--- src/rtl/cifrador_pkg.sv ---
// Shared types and constants for the cipher serial transmit stage.
// The frame is 8N1: one start bit, eight data bits LSB first, one stop bit.
package cifrador_pkg;

    typedef enum logic [1:0] {
        IDLE  = 2'd0,
        START = 2'd1,
        DATA  = 2'd2,
        STOP  = 2'd3
    } tx_state_t;

    localparam int FRAME_BITS = 10;
    localparam int DATA_BITS  = 8;

endpackage

--- src/rtl/cifrador_tx_serial_if.sv ---
// Valid/ready byte handshake from the cipher stage into the serial transmitter.
interface cifrador_tx_serial_if;
    import cifrador_pkg::*;

    logic [DATA_BITS-1:0] in_data;
    logic                 in_valid;
    logic                 in_ready;

    modport master (output in_data, output in_valid, input in_ready);
    modport slave  (input in_data, input in_valid, output in_ready);
endinterface

--- src/rtl/cifrador_byte_fifo.sv ---
// Synchronous byte FIFO with first-word fall-through head data.
// Pointers wrap modulo DEPTH; full and empty are told apart by the count.
module cifrador_byte_fifo
    import cifrador_pkg::*;
#(
    parameter int DEPTH = 4
) (
    input  logic                   clk,
    input  logic                   rst,
    input  logic                   i_push,
    input  logic [DATA_BITS-1:0]   i_data,
    input  logic                   i_pop,
    output logic [DATA_BITS-1:0]   o_data,
    output logic                   o_full,
    output logic                   o_empty,
    output logic [$clog2(DEPTH):0] o_count
);
    localparam int AW = $clog2(DEPTH);
    localparam int CW = AW + 1;

    logic [DATA_BITS-1:0] r_mem [DEPTH];
    logic [AW-1:0]        r_wr_ptr;
    logic [AW-1:0]        r_rd_ptr;
    logic [CW-1:0]        r_count;
    logic                 w_do_push;
    logic                 w_do_pop;

    assign o_full    = (r_count == CW'(DEPTH));
    assign o_empty   = (r_count == {CW{1'b0}});
    assign o_count   = r_count;
    assign o_data    = r_mem[r_rd_ptr];
    assign w_do_push = i_push && !o_full;
    assign w_do_pop  = i_pop && !o_empty;

    // Storage array: written only on an accepted push, never reset.
    always_ff @(posedge clk) begin
        if (w_do_push) begin
            r_mem[r_wr_ptr] <= i_data;
        end
    end

    // Pointer and occupancy bookkeeping; a push and pop together leave the count alone.
    always_ff @(posedge clk) begin
        if (rst) begin
            r_wr_ptr <= {AW{1'b0}};
            r_rd_ptr <= {AW{1'b0}};
            r_count  <= {CW{1'b0}};
        end else begin
            if (w_do_push) begin
                r_wr_ptr <= r_wr_ptr + AW'(1);
            end
            if (w_do_pop) begin
                r_rd_ptr <= r_rd_ptr + AW'(1);
            end
            case ({w_do_push, w_do_pop})
                2'b10:   r_count <= r_count + CW'(1);
                2'b01:   r_count <= r_count - CW'(1);
                default: r_count <= r_count;
            endcase
        end
    end
endmodule

--- src/rtl/cifrador_tx_serial.sv ---
// Buffers ciphertext bytes and serialises them as 8N1 frames on a single line.
// Back-to-back bytes are chained from the last STOP cycle straight into START.
module cifrador_tx_serial
    import cifrador_pkg::*;
#(
    parameter int CLKS_PER_BIT = 16,
    parameter int FIFO_DEPTH   = 4
) (
    input  logic                        clk,
    input  logic                        rst,
    cifrador_tx_serial_if.slave         in_if,
    output logic                        tx,
    output logic                        busy,
    output logic [$clog2(FIFO_DEPTH):0] fifo_count
);
    localparam int BW = $clog2(CLKS_PER_BIT);
    localparam int IW = $clog2(DATA_BITS);

    tx_state_t            r_state;
    logic [BW-1:0]        r_baud;
    logic [IW-1:0]        r_bit_idx;
    logic [DATA_BITS-1:0] r_shift;
    logic                 r_tx;

    logic [DATA_BITS-1:0] w_head;
    logic                 w_full;
    logic                 w_empty;
    logic                 w_push;
    logic                 w_pop;
    logic                 w_baud_last;

    assign w_baud_last     = (r_baud == BW'(CLKS_PER_BIT - 1));
    assign in_if.in_ready  = !rst && !w_full;
    assign w_push          = in_if.in_valid && in_if.in_ready;
    assign tx              = r_tx;
    assign busy            = (r_state != IDLE) || (fifo_count != '0);

    // Pop the head either from IDLE or on the final STOP cycle for a gapless stream.
    always_comb begin
        w_pop = 1'b0;
        case (r_state)
            IDLE:    w_pop = !w_empty;
            STOP:    w_pop = w_baud_last && !w_empty;
            default: w_pop = 1'b0;
        endcase
    end

    cifrador_byte_fifo #(
        .DEPTH (FIFO_DEPTH)
    ) u_fifo (
        .clk     (clk),
        .rst     (rst),
        .i_push  (w_push),
        .i_data  (in_if.in_data),
        .i_pop   (w_pop),
        .o_data  (w_head),
        .o_full  (w_full),
        .o_empty (w_empty),
        .o_count (fifo_count)
    );

    // Frame sequencer; tx is driven from a register so the line never glitches.
    always_ff @(posedge clk) begin
        if (rst) begin
            r_state   <= IDLE;
            r_baud    <= {BW{1'b0}};
            r_bit_idx <= {IW{1'b0}};
            r_shift   <= {DATA_BITS{1'b0}};
            r_tx      <= 1'b1;
        end else begin
            case (r_state)
                IDLE: begin
                    r_baud    <= {BW{1'b0}};
                    r_bit_idx <= {IW{1'b0}};
                    if (w_pop) begin
                        r_shift <= w_head;
                        r_state <= START;
                        r_tx    <= 1'b0;
                    end else begin
                        r_tx    <= 1'b1;
                    end
                end
                START: begin
                    if (w_baud_last) begin
                        r_baud    <= {BW{1'b0}};
                        r_bit_idx <= {IW{1'b0}};
                        r_state   <= DATA;
                        r_tx      <= r_shift[0];
                    end else begin
                        r_baud    <= r_baud + BW'(1);
                    end
                end
                DATA: begin
                    if (w_baud_last) begin
                        r_baud <= {BW{1'b0}};
                        if (r_bit_idx == IW'(DATA_BITS - 1)) begin
                            r_state <= STOP;
                            r_tx    <= 1'b1;
                        end else begin
                            // Next bit is shift[1] because the register shifts on this same edge.
                            r_bit_idx <= r_bit_idx + IW'(1);
                            r_shift   <= {1'b0, r_shift[DATA_BITS-1:1]};
                            r_tx      <= r_shift[1];
                        end
                    end else begin
                        r_baud <= r_baud + BW'(1);
                    end
                end
                STOP: begin
                    if (w_baud_last) begin
                        r_baud    <= {BW{1'b0}};
                        r_bit_idx <= {IW{1'b0}};
                        if (w_pop) begin
                            r_shift <= w_head;
                            r_state <= START;
                            r_tx    <= 1'b0;
                        end else begin
                            r_state <= IDLE;
                            r_tx    <= 1'b1;
                        end
                    end else begin
                        r_baud <= r_baud + BW'(1);
                    end
                end
                default: begin
                    r_state <= IDLE;
                    r_baud  <= {BW{1'b0}};
                    r_tx    <= 1'b1;
                end
            endcase
        end
    end
endmodule

--- src/flat_wrapper.sv ---
// flat-port wrapper written by rule: the top's interface ports become plain ports
module cifrador_tx_serial_flat import cifrador_pkg::*;
#(
    parameter int CLKS_PER_BIT = 16,
    parameter int FIFO_DEPTH   = 4
)
  (clk, rst, tx, busy, fifo_count, in_if_in_data, in_if_in_valid, in_if_in_ready);
  cifrador_tx_serial_if in_if_i ();
  input  logic clk;
  input  logic rst;
  output logic tx;
  output logic busy;
  output logic [$clog2(FIFO_DEPTH):0] fifo_count;
  input wire logic [$bits(in_if_i.in_data)-1:0] in_if_in_data;
  input wire logic [$bits(in_if_i.in_valid)-1:0] in_if_in_valid;
  output wire logic [$bits(in_if_i.in_ready)-1:0] in_if_in_ready;
  assign in_if_i.in_data = in_if_in_data;
  assign in_if_i.in_valid = in_if_in_valid;
  assign in_if_in_ready = in_if_i.in_ready;
  cifrador_tx_serial #(.CLKS_PER_BIT(CLKS_PER_BIT), .FIFO_DEPTH(FIFO_DEPTH)) u_core (.clk(clk), .rst(rst), .in_if(in_if_i), .tx(tx), .busy(busy), .fifo_count(fifo_count));
endmodule
--- config.mk ---
export PLATFORM = sky130hd
export DESIGN_NAME = cifrador_tx_serial_flat
export DESIGN_NICKNAME = d
export VERILOG_FILES = /design/src/rtl/cifrador_pkg.sv /design/src/rtl/cifrador_tx_serial_if.sv /design/src/rtl/cifrador_byte_fifo.sv /design/src/rtl/cifrador_tx_serial.sv /design/src/flat_wrapper.sv
export SDC_FILE = /design/constraint.sdc
export NUM_CORES = 1
export LEC_CHECK = 0
export BUFFER_PORTS_ARGS = -buffer_cell sky130_fd_sc_hd__buf_4
export CORE_MARGIN = 8
export CORE_UTILIZATION = 40
export CTS_CLUSTER_SIZE = 8
export DETAILED_ROUTE_END_ITERATION = 6
export PLACE_DENSITY = 0.65
export RECOVER_POWER = 100
export SKIP_CTS_REPAIR_TIMING = 1
export SYNTH_ARGS = -nofsm -noshare
export SYNTH_HDL_FRONTEND = slang
export SYNTH_SLANG_ARGS = --single-unit
--- constraint.sdc ---
create_clock -name clk -period 3 [get_ports clk]
set_clock_uncertainty 0.2 [all_clocks]
set_input_delay 0.15 -clock clk [delete_from_list [all_inputs] [get_ports clk]]
set_output_delay 0.15 -clock clk [all_outputs]
set_load 0.02 [all_outputs]
==> impl_metrics.tcl <==
set metrics [dict create \
    ys.flop_type "edfxtp_1" \
    critPathKind "reg2reg" \
    drtIter0Drc 81 \
    leakage_nw 1.12 \
    top_usage_layer "met2" \
    min_path_type "in2reg" \
    internal_power_w 0.00184 \
    grt_pass1_vias 1603 \
    maxCapViolations 0 \
    layout_worst_path_cycle_share_pct 87.7 \
    register_area_mm2 0.00150 \
    p_clk_share_pct 29.3 \
    area_growth_syn_to_layout_pct 14.7 \
    final_core_util_pct 46.4 \
    hpwl_mm 3.07 \
    crit_path_end_kind "flip-flop" \
    tritoncts "done" \
    period_minus_slack_ns 2.63 \
    numCtsBuffers 9 \
    status "finished clean" \
    async_flop_share_pct 0 \
    fmax_ghz 0.380 \
    nNetsFinal 263 \
    yosysSeqAreaShare_pct 55.9 \
    htreeDepth 3 \
    comb_power_share_pct 30.1 \
    yosysWarnings 0 \
    cpMaxStageDelayCell "fa_1" \
    slew_violations 0 \
    floorplan.initialDensity_pct 40.4 \
    multi_input_area_mm2 0.00106 \
    crit_chain "inv_1, ha_1, a41oi_1, nor3_2, ha_1, fa_1, xnor2_1, or3_1, a21oi_1" \
    via_per_inst 5.00 \
    ir_drop_v 0.000441 \
    grt_util_met3_pct 2.99 \
    ys_ff_latch 59 \
    clkTransAtPathRegs_ns 0.07 \
    drive_gt1_share_pct 16.0 \
    antenna_found_initial 0 \
    cp.arrival_ns 2.69 \
    synth_top_area_share_pct 35.8 \
    setup_viol 0 \
    yosys-top-cells-area "edfxtp_1, dfxtp_1, mux4_2" \
    routabilityCongestion 0.757 \
    cp_max_fo 5 \
    power_frac_seq_pct 40.6 \
    clock_path_buffers 2 \
    path_common_cell "ha_1" \
    firstDrtPassIters 4 \
    syn-cell-area_mm2 0.00269 \
    antennaDiodeCount 0 \
    synth_edf_count 32 \
    routedWlPerCell_um 14.6 \
    die_w_um 98.0 \
    grtUsageMet2_pct 15.9 \
    grtUsageTotal_pct 10.3 \
    io-pin-count 17 \
    rsz0062_at_grt "no" \
    finalHoldViolations 0 \
    grt_max_degree 36 \
    startpoint_type "flip-flop" \
    avgSynthCellArea_um2 12.9 \
    insertion_delay_ns 0.33 \
    grt_overflow 0 \
    drt_wl_total_mm 4.72 \
    power_density_mw_per_mm2 871 \
    nFillCells 594 \
    ant_nets 0 \
    cts.sinks 59 \
    die_area_mm2 0.00959 \
    p_sw_share_pct 31.7 \
    fp.dieH_um 98.0 \
    root_buffer "clkbuf_8" \
    p_sw_w 0.000850 \
    rows 30 \
    required_ns 3.06 \
    portBuffers 16 \
    synth_nets 233 \
    fp.coreArea_mm2 0.00664 \
    yosys.area.top_type "edfxtp_1" \
    netlist_instances 208 \
    cp_slowest_stage_delay_ns 0.39 \
    vias 1616 \
    use_met1_pct 12.8 \
    drc 0 \
    synth_cell_type_count 42 \
    fin_setup_tns_ns 0 \
    grt_pass1_wl_mm 7.89 \
    slew_headroom_pct 44.2 \
    worst_pin_slew_ns 0.831 \
]
==> power by group through the flow <==
stage	Combinational [W]	Clock, W	Sequential [W]
6_report	0.000808	0.000787	0.00109
3_5_place_dp	0.000891	0	0.00111
4_1_cts	0.000898	0.000801	0.00110
2_1_floorplan	0.000706	0	0.00108
3_3_place_gp	0.000887	0	0.00111
5_1_grt	0.000903	0.000839	0.00111
==> synthesized netlist by cell type, drive strengths merged (2+ instances only) <==
library cell,count
mux2,7
mux4,8
nand3,2
buf,2
nor2b,7
dfxtp,27
xor2,2
o31ai,2
or3,2
and2,7
o21ai,7
ha,13
a21oi,14
clkbuf,6
xnor2,5
nand2,22
inv,8
mux2i,2
edfxtp,32
a211oi,4
nor2,11
nor3,4
==> cell families (layout without fill, tap and decap cells) <==
kind of cell             after synthesis  count (layout)  synth area share, %
flip-flops                            59              59                 55.9
buffers and inverters                 16              51                 2.33
XOR/XNOR                               7               7                 2.28
AND/OR/NAND/NOR                       62              62                 12.5
AO/OA/AOI/OAI                         33              33                 8.80
multiplexers                          17              17                 11.4
adder cells (fa/ha/maj)               14              14                 6.80
==> metrics by stage <==
step                      setup slack [ns]  cell area (um^2)  instances  hold slack, ns  power (W)
final                                0.370              3080        323         0.00312    0.00269
after global routing                 0.201              3080        323          0.0265    0.00285
after CTS                            0.377              3110        315          -0.203    0.00279
after detailed placement             0.379              2900        299           0.154    0.00200
after global placement               0.488              2900        299           0.152    0.00200
after floorplan                      0.411              2690        208          0.0489    0.00179
==> state kept, by name, indices dropped and copies added (netlist names), named ones only <==
name                    cells
u_core.r_baud               4
u_core.u_fifo.r_mem        32
u_core.r_bit_idx            3
u_core.r_shift              8
u_core.r_state              2
u_core.u_fifo.o_count       3
u_core.tx                   1
u_core.u_fifo.r_rd_ptr      2
u_core.u_fifo.r_wr_ptr      2
==> worst paths after layout <==
kind | slack (ns) | depth (start not counted) | from | end
max | 0.37 | 9 | u_core.r_state[0] | u_core.u_fifo.o_count[2]
min | 0.003 | 2 | rst | u_core.u_fifo.o_count[1]
max reg2reg | 0.37 | 9 | u_core.r_state[0] | u_core.u_fifo.o_count[2]
min reg2reg | 0.26 | 1 | u_core.r_baud[0] | u_core.r_baud[0]
==> worst max-delay path, delay by kind of cell, from the launching register on <==
kind                       cells  cell delay [ns]
buffers and inverters          1             0.11
DFF                            1             0.37
adders and majority gates      3             0.89
and+or+nand+nor                2             0.43
xor gates and xnor gates       1             0.14
AOI/OAI and AO/OA              2             0.44
==> final cells by class <==
class,count,share of cell area (%)
repair buffers,27,5.52
inverters,8,0.974
multi-input cells,133,34.5
flip-flops and latches,59,48.7
clock buffers,9,4.02
clock inverters,7,3.00
well taps,80,3.25
==> placed cells by master (no fill, tap or decap), types with 3 or more instances in the layout <==
cell type	n
dlygate4sd3_1	8
nand2_1	22
buf_4	5
edfxtp_1	32
mux2_2	5
and2_0	5
nor2b_1	7
a21oi_1	14
dfxtp_1	27
ha_1	13
nor2_1	11
o21ai_0	6
inv_1	8
mux4_2	8
a211oi_1	3
clkbuf_8	9
xnor2_1	5
clkbuf_1	14
==> metal layers <==
metal | share of wire (%) | vias to the layer above | wire length (um)
li1 | - | 814 | -
met1 | 49 | 772 | 2330
met2 | 46 | 18 | 2180
met3 | 2.4 | 12 | 112
met4 | 2.1 | 0 | 100
met5 | 0 | - | 0
Power figures use the tool's default switching activity.
